[config.mk]
export PLATFORM = sky130hd
export DESIGN_NAME = wash_ctrl_gen2
export DESIGN_NICKNAME = d
export VERILOG_FILES = /design/src/rtl/wash_ctrl_gen2.sv
export SDC_FILE = /design/constraint.sdc
export NUM_CORES = 1
export LEC_CHECK = 0
export ABC_AREA = 1
export CORE_ASPECT_RATIO = 2
export CORE_MARGIN = 1.5
export CORE_UTILIZATION = 45
export CTS_CLUSTER_DIAMETER = 30
export CTS_CLUSTER_SIZE = 25
export DETAILED_ROUTE_END_ITERATION = 6
export GPL_ROUTABILITY_DRIVEN = 0
export PLACE_DENSITY = 0.71
export SLEW_MARGIN = 5
export SYNTH_ARGS = -nofsm -noshare
export SYNTH_HDL_FRONTEND = slang
export SYNTH_SLANG_ARGS = --single-unit
[constraint.sdc]
create_clock -name CLOCK -period 2.4 [get_ports CLOCK]
set_clock_uncertainty 0.2 [all_clocks]
set_input_delay 0.48 -clock CLOCK [delete_from_list [all_inputs] [get_ports CLOCK]]
set_output_delay 0.48 -clock CLOCK [all_outputs]
set_load 0.01 [all_outputs]
[src/rtl/wash_ctrl_gen2.sv]
// wash_ctrl_gen2: washing-machine sequencer with an internal phase timer,
// a wash/rinse repeat limit, pause/resume and a load-detect timeout.
`timescale 1ns/1ps
module wash_ctrl_gen2 #(
  parameter int TW           = 16,
  parameter int DISP_TICKS   = 4,
  parameter int WASH_TICKS   = 1200,
  parameter int RINSE_TICKS  = 1200,
  parameter int DRY_TICKS    = 1200,
  parameter int LOAD_TIMEOUT = 64,
  parameter int MAX_CYCLES   = 2
) (
  input  logic       CLOCK,
  input  logic       nRESET,
  input  logic       START,
  input  logic       PAUSE,
  input  logic       REGULAR,
  input  logic       LARGE,
  input  logic       DIRTY,
  input  logic       WET,
  output logic       REGULAR_DISP,
  output logic       LARGE_DISP,
  output logic       WASH,
  output logic       RINSE,
  output logic       DRY,
  output logic       BUSY,
  output logic       DONE_P,
  output logic       ERR_P,
  output logic [3:0] STATE,
  output logic [3:0] CYCLES
);

  typedef enum logic [3:0] {
    S_IDLE        = 4'd0,
    S_LOAD_DETECT = 4'd1,
    S_DISP_REG    = 4'd2,
    S_DISP_LRG    = 4'd3,
    S_WASH        = 4'd4,
    S_RINSE       = 4'd5,
    S_CHECK       = 4'd6,
    S_DRY         = 4'd7,
    S_DONE        = 4'd8,
    S_ERROR       = 4'd9
  } state_t;

  // Timer reload values are the phase length minus one so that the
  // clock on which the timer reads zero is the last clock of the phase.
  localparam logic [TW-1:0] LOAD_INIT  = TW'(LOAD_TIMEOUT - 1);
  localparam logic [TW-1:0] DISP_INIT  = TW'(DISP_TICKS - 1);
  localparam logic [TW-1:0] WASH_INIT  = TW'(WASH_TICKS - 1);
  localparam logic [TW-1:0] RINSE_INIT = TW'(RINSE_TICKS - 1);
  localparam logic [TW-1:0] DRY_INIT   = TW'(DRY_TICKS - 1);
  localparam logic [3:0]    MAX_PASSES = 4'(MAX_CYCLES);

  state_t        state;
  logic [TW-1:0] timer;
  logic [3:0]    cycles;
  logic [3:0]    cycles_next;
  logic          timer_zero;
  logic [TW-1:0] timer_dec;

  assign timer_zero  = (timer == '0);
  assign timer_dec   = timer_zero ? timer : timer - TW'(1);
  assign cycles_next = (cycles == 4'd15) ? 4'd15 : cycles + 4'd1;

  always_ff @(negedge CLOCK or negedge nRESET) begin
    if (!nRESET) begin
      state  <= S_IDLE;
      timer  <= '0;
      cycles <= '0;
    end else begin
      case (state)
        S_IDLE: begin
          if (START) begin
            state  <= S_LOAD_DETECT;
            timer  <= LOAD_INIT;
            cycles <= '0;
          end
        end
        S_LOAD_DETECT: begin
          if (REGULAR) begin
            state <= S_DISP_REG;
            timer <= DISP_INIT;
          end else if (LARGE) begin
            state <= S_DISP_LRG;
            timer <= DISP_INIT;
          end else if (timer_zero) begin
            state <= S_ERROR;
          end else begin
            timer <= timer_dec;
          end
        end
        S_DISP_REG, S_DISP_LRG: begin
          if (timer_zero) begin
            state <= S_WASH;
            timer <= WASH_INIT;
          end else begin
            timer <= timer_dec;
          end
        end
        // Timed phases hold both state and timer while paused.
        S_WASH: begin
          if (!PAUSE) begin
            if (timer_zero) begin
              state <= S_RINSE;
              timer <= RINSE_INIT;
            end else begin
              timer <= timer_dec;
            end
          end
        end
        S_RINSE: begin
          if (!PAUSE) begin
            if (timer_zero) begin
              state <= S_CHECK;
            end else begin
              timer <= timer_dec;
            end
          end
        end
        S_CHECK: begin
          cycles <= cycles_next;
          if (DIRTY && (cycles_next < MAX_PASSES)) begin
            state <= S_WASH;
            timer <= WASH_INIT;
          end else begin
            state <= S_DRY;
            timer <= DRY_INIT;
          end
        end
        S_DRY: begin
          if (!PAUSE) begin
            if (!WET || timer_zero) begin
              state <= S_DONE;
            end else begin
              timer <= timer_dec;
            end
          end
        end
        S_DONE, S_ERROR: state <= S_IDLE;
        default:         state <= S_IDLE;
      endcase
    end
  end

  // Moore decode; PAUSE is the only input allowed to reach the actuators.
  assign STATE        = state;
  assign CYCLES       = cycles;
  assign BUSY         = (state != S_IDLE);
  assign REGULAR_DISP = (state == S_DISP_REG);
  assign LARGE_DISP   = (state == S_DISP_LRG);
  assign WASH         = (state == S_WASH)  && !PAUSE;
  assign RINSE        = (state == S_RINSE) && !PAUSE;
  assign DRY          = (state == S_DRY)   && !PAUSE;
  assign DONE_P       = (state == S_DONE);
  assign ERR_P        = (state == S_ERROR);

endmodule

==> flow_summary_export.csv, run 1 <==
group,metric,value,unit
run_status,status,"finished, violations left",
run_status,failed_checks,"negative setup slack",
clocking,clk_latency,290,ps
routing,drt_iter0_markers,111,
power_and_ir_drop,netSwitchingPower,2.07,mW
clocking,cts_tree,"built",
yosys,synth_area_leaders,"dfrtn_1, nand2_1, nor2_1",
routing,wl_met3,391,µm
timing,fin_ws,-942,ps
timing,rsz0062_at_grt,"true",
power_and_ir_drop,pwr-share-seq,16.9,%
worst_setup_path,cp_max_fo,4,
routing,num_vias,2421,
worst_setup_path,critPathLaunchType,"register",
yosys,ys_warn_count,0,
layout,final_cell_mix,"nand2_1, buf_4, nor2_1",
power_and_ir_drop,swShare,51.2,%
power_and_ir_drop,clockPowerShare,9.2,%
placement,placed_cells,405,
yosys,synth_area_per_cell,6.18,µm²
grt,first_global_vias,2358,
worst_setup_path,crit_type,"register to output port",
timing,timing.final.hold_violations,0,
worst_setup_path,cpMaxStageDelayCell,"dfrtn_1",
grt,grt_overflow,0,
routing,ant_nets,0,
clocking,cts_buffers,3,
layout,final_common_cell,"nand2_1",
yosys,netlist-cell-type-count,25,
power_and_ir_drop,total_leakage_power,1.66,nW
clocking,cts_hold_buf,0,
clocking,cts.sinks,24,
yosys,synth_nets,314,
routing,routed.top_layer,"met4",
worst_setup_path,worstPathRequired,1720,ps
layout,fin_cells,441,
floorplanning,io_pins,24,
clocking,cts_buffer_depth,2,
layout,final_nets,401,
timing,setup_viol,36,
yosys,synth-seq-cells,24,
grt,grt_usage,31.5,%
worst_setup_path,worstPathCellList,"buf_6, nand2_4, buf_6, nor2_1, buf_2",
placement,dp_hpwl,4340,µm
grt,antenna_found_initial,0,
routing,wl_per_cell,17.5,µm
layout,drive_above_1_share,40.1,%
worst_setup_path,end_kind,"output port",
floorplanning,die-area,4580,µm²
clocking,clockRootBuffer,"clkbuf_8",
timing,finalMaxSlewViolations,0,
routing,drc_errors,0,
routing,vias_per_cell,5.49,
power_and_ir_drop,p_int,1.98,mW
worst_setup_path,arrival,2660,ps
grt,grt_pass1_wl,10900,µm
routing,drt-met1-wl,2360,µm
clocking,clkTransAtPathRegs,60,ps
clocking,htreeDepth,1,
placement,io_buffers,23,
power_and_ir_drop,power_density,1330,nW/µm²
power_and_ir_drop,pwr-share-comb,73.9,%
routing,wl_met2,4370,µm
floorplanning,die_w,48.6,µm
layout,fillers,314,
routing,first_pass_iters,4,
grt,grt_max_degree,25,
hold_path,hp-class,"register to register",
worst_setup_path,crit_top_cell,"buf_6",
power_and_ir_drop,ir_drop,996,µV
layout,area_growth,62.3,%
yosys,synth_top_area_cell,"dfrtn_1",
floorplanning,core,4050,µm²
routing,routed_wl,7740,µm
timing,slew_headroom,64.5,%
yosys,synth_top_cell_area_share,32.1,%
floorplanning,start_util,46.3,%
floorplanning,die_h,94.2,µm
timing,tightest_slew,531,ps
yosys,syn-cell-area,1870,µm²
layout,diodes,0,
power_and_ir_drop,fin_total_pwr,4.05,mW
yosys,synthCells,303,
run,cap_viol_max_count,0,
yosys,seq_area_frac_synth,32.1,%
floorplanning,std_cell_rows,33,
worst_setup_path,critPathMaxStageDelay,540,ps
## sequential cells by signal (all words and copies together) (netlist names)
signal / cells
CYCLES: 4
STATE: 4
timer: 16
## metal layers
layer | global-route usage (%) | vias up
met4 | 27.6 | 0
li1 | - | 1118
met2 | 61.2 | 128
met3 | 3.66 | 58
met1 | 27.0 | 1117
met5 | 0 | -
## kinds of logic (layout without fill, tap and decap cells)
family          Yosys count  in the layout  share of synthesized area [%]
compound gates           19             19                           5.35
xor+xnor                  9              9                           4.21
fa+ha+maj                 3              3                           2.01
buf+inv                  43            127                           9.42
flops                    24             24                           32.1
simple gates            205            207                           46.9
## per-stage QoR
stage / hold WS (ps) / utilization, % / TNS, ps / setup WS (ps) / cell area (µm²)
after floorplan: 248 / - / -5870 / -426 / 1960
after global placement: 275 / 60.8 / -29380 / -882 / 2460
after detailed placement: 281 / 60.8 / -29700 / -902 / 2460
after CTS: 288 / 71.3 / -10720 / -779 / 2890
after global routing: 323 / 75.1 / -14070 / -976 / 3040
final: 287 / 75.1 / -12890 / -942 / 3040
## repair_timing
item	4_1_cts	5_1_grt
gates resized for setup	149	25
endpoints found under the setup margin	40	39
pin swaps	52	23
buffers inserted	22	10
cloned	3	0
## final timing paths
kind                                        end  slack [ps]  cells after the start                  from
max                                  LARGE_DISP        -940                      5  STATE[0]$_DFFE_NN0P_
min                        timer[1]$_DFFE_NN0P_         290                      2  timer[1]$_DFFE_NN0P_
max reg2reg                STATE[0]$_DFFE_NN0P_          10                     12  STATE[3]$_DFFE_NN0P_
min reg2reg                timer[1]$_DFFE_NN0P_         290                      2  timer[1]$_DFFE_NN0P_
max in group asynchronous  STATE[1]$_DFFE_NN0P_         380                      2                nRESET
min in group asynchronous  timer[9]$_DFFE_NN0P_        1430                      2                nRESET
## power by group through the flow
stage,registers [mW],clock network (mW),logic (mW)
after floorplan,0.671,0,1.33
after global placement,0.682,0,2.01
after detailed placement,0.684,0,2.02
after CTS,0.667,0.378,2.62
after global routing,0.693,0.389,3.18
final,0.686,0.373,2.99
## cells in the mapped netlist
master and number:
o21ai_1 2, clkinv_1 1, dfrtn_1 24, nand3_1 18
inv_2 4, nand2_2 6, a21oi_1 4, nor3b_1 1
nand2_4 1, xnor2_1 5, nor2_2 1, nor2_4 2
buf_6 2, ha_1 3, nand4_1 6, o22ai_1 2
nand2_1 115, nand3_4 1, nor2_1 47, inv_1 36
xor2_1 4, o21a_1 1, nand3_2 1, nor3_1 6
o21ai_0 10
## layout make-up
| class | count | area [µm²] | area share (%) |
|---|---|---|---|
| Multi-Input combinational cell | 238 | 1390 | 45.6 |
| Clock inverter | 1 | 30.0 | 0.988 |
| Timing Repair Buffer | 81 | 734 | 24.2 |
| Sequential cell | 24 | 601 | 19.8 |
| Inverter | 41 | 174 | 5.72 |
| Clock buffer | 3 | 41.3 | 1.36 |
| Tap cell | 52 | 65.1 | 2.14 |
| Timing Repair inverter | 1 | 7.51 | 0.247 |
## worst max-delay path, delay by kind of cell, from the launching register on
family	cells	cell delay, ps
DFF	1	540
buffers and inverters	3	460
and+or+nand+nor	2	180
Power figures use the tool's default switching activity.
==> run 2, diff against run 1 <==
--- a/config.mk
+++ b/config.mk
@@ -6,10 +6,11 @@
 export NUM_CORES = 1
 export LEC_CHECK = 0
 export ABC_AREA = 1
+export CAP_MARGIN = 20
 export CORE_ASPECT_RATIO = 2
 export CORE_MARGIN = 1.5
 export CORE_UTILIZATION = 45
-export CTS_CLUSTER_DIAMETER = 30
+export CTS_CLUSTER_DIAMETER = 200
 export CTS_CLUSTER_SIZE = 25
 export DETAILED_ROUTE_END_ITERATION = 6
 export GPL_ROUTABILITY_DRIVEN = 0
==> results of run 2 <==
Same layout as run 1: the final DEF is identical, and so are final timing and power.
==> RTL change, RTL diff (settings of run 1) <==
Change the parameter `TW` from 16 to 18.
--- a/src/rtl/wash_ctrl_gen2.sv
+++ b/src/rtl/wash_ctrl_gen2.sv
@@ -2,7 +2,7 @@
 // a wash/rinse repeat limit, pause/resume and a load-detect timeout.
 `timescale 1ns/1ps
 module wash_ctrl_gen2 #(
-  parameter int TW           = 16,
+  parameter int TW           = 18,
   parameter int DISP_TICKS   = 4,
   parameter int WASH_TICKS   = 1200,
   parameter int RINSE_TICKS  = 1200,
Function: same outputs for any inputs over 10 cycles, from zero or initial values and one cycle with nRESET low; that may be too few to reach the edited logic, so the function may still have changed.
==> RTL change against run 1 <==
  * The run still ends with negative setup slack left
  * Routed wire length fell by 0.70%
  * Hold slack improved by 0.019 ns
  * Worst setup slack got worse by 0.023 ns
  * First-iteration DRC count fell by 7.2%
  * Cell area rose by 9.8%
  * Total power rose by 8.9%
  * Area after synthesis rose by 13%
  * Sequential share of layout area fell by 0.27 points
  * Sequential cell count rose by 2
  * Largest cell class unchanged
==> RTL change: results (changes against run 1) <==
.. list-table::
   :header-rows: 1

   * - Metric
     - Value
   * - Result of the run
     - complete, but fails checks (unchanged)
   * - Violated checks
     - negative setup slack (unchanged)
   * - Drt via density
     - 5.406 (was 5.490)
   * - Worst Path Max Fanout
     - 3 (was 4)
   * - End of the worst hold path
     - timer[17] (was timer[1])
   * - Most instantiated cells after synthesis
     - sky130_fd_sc_hd__nand2_1 (90), sky130_fd_sc_hd__inv_1 (42), sky130_fd_sc_hd__nor2_1 (39), sky130_fd_sc_hd__dfrtn_1 (26), sky130_fd_sc_hd__nand3_1 (26) (was sky130_fd_sc_hd__nand2_1 (115), sky130_fd_sc_hd__nor2_1 (47), sky130_fd_sc_hd__inv_1 (36), sky130_fd_sc_hd__dfrtn_1 (24), sky130_fd_sc_hd__nand3_1 (18))
   * - Detailed router's first-iteration violation count
     - 103 (was 111)
   * - Total routed wire length on the met1 layer
     - 2491 um (was 2357 um)
   * - Flip-flop count of the largest register after layout
     - 18 (was 16)
   * - R2R Path End
     - timer[0] (was STATE[0])
   * - Worst setup slack after layout
     - -0.9647 ns (was -0.9421 ns)
   * - Comb_multi_in
     - 242 (was 238)
   * - Final nets
     - 424 (was 401)
   * - Sequential group share of total power
     - 16.2% (was 16.9%)
   * - Delay of the slowest critical-path stage
     - 0.45 ns (was 0.54 ns)
   * - XOR/XNOR Fraction of Synth Area
     - 4.130% (was 4.211%)
   * - Met2 routed WL
     - 4401 um (was 4365 um)
   * - Peak supply drop
     - 0.001053 V (was 0.0009955 V)
   * - Static leakage
     - 1.717 nW (was 1.656 nW)
   * - Critical Path End
     - RINSE (was LARGE_DISP)
   * - FF+latch count
     - 26 (was 24)
   * - Final-layout clock-cell area share
     - 2.137% (was 2.348%)
   * - Logic pwr share
     - 75.0% (was 73.9%)
   * - FF-to-FF setup slack
     - 0.08 ns (was 0.01 ns)
   * - Pin count of the biggest net entering global routing
     - 27 (was 25)
   * - Inverter count of the layout excluding clock inverters
     - 49 (was 42)
   * - Transition time of the tightest slew-check pin
     - 0.3247 ns (was 0.5309 ns)
   * - Hold path start
     - timer[17] (was timer[1])
   * - Fraction of met3 tracks used by global routing
     - 2.976% (was 3.662%)
   * - Global-route met2 utilization
     - 57.79% (was 61.19%)
   * - Net count after synthesis
     - 331 (was 314)
   * - Number of global-route vias before repair
     - 2,678 (was 2,358)
   * - Postcts setup bufs
     - 14 (was 22)
   * - Total power draw
     - 4.410 mW (was 4.048 mW)
   * - Final count of negative-setup-slack endpoints
     - 38 (was 36)
   * - GR Util All Layers
     - 30.82% (was 31.47%)
   * - Post-cts repair resize count
     - 161 (was 149)
   * - Global-route wire length before repair
     - 11,800 um (was 10,890 um)
   * - Wire length per cell
     - 16.49 um (was 17.54 um)
   * - Data arrival time of the critical path
     - 2.68 ns (was 2.66 ns)
   * - Sw Ratio
     - 49.30% (was 51.17%)
   * - First-pass DRT Iterations
     - 5 (was 4)
   * - Fraction of area in registers
     - 19.50% (was 19.77%)
   * - Met3 wire length
     - 244 um (was 391 um)
==> RTL change: cell count changes after synthesis, sizes merged, moves of 3 or more <==
| cell | run 1 | this run |
|---|---|---|
| inv | 40 | 49 |
| nand2 | 122 | 98 |
| nand3 | 20 | 31 |
| nor3 | 6 | 3 |
| o21ai | 12 | 23 |
| o21bai | 0 | 3 |
| xnor2 | 5 | 1 |
| xor2 | 4 | 9 |
==> RTL change: per-stage QoR <==
step / area (um2) / util (%) / setup slack, ns / instances / hold slack [ns]
floorplan: 2232 / - / -0.5576 / 319 / 0.2522
global placement: 2882 / 63.27 / -1.060 / 443 / 0.2882
finish: 3337 / 73.27 / -0.9647 / 466 / 0.3058
CTS: 3236 / 71.04 / -0.8893 / 461 / 0.3021
detailed placement: 2882 / 63.27 / -1.016 / 443 / 0.2983
global route: 3337 / 73.27 / -1.033 / 466 / 0.3545
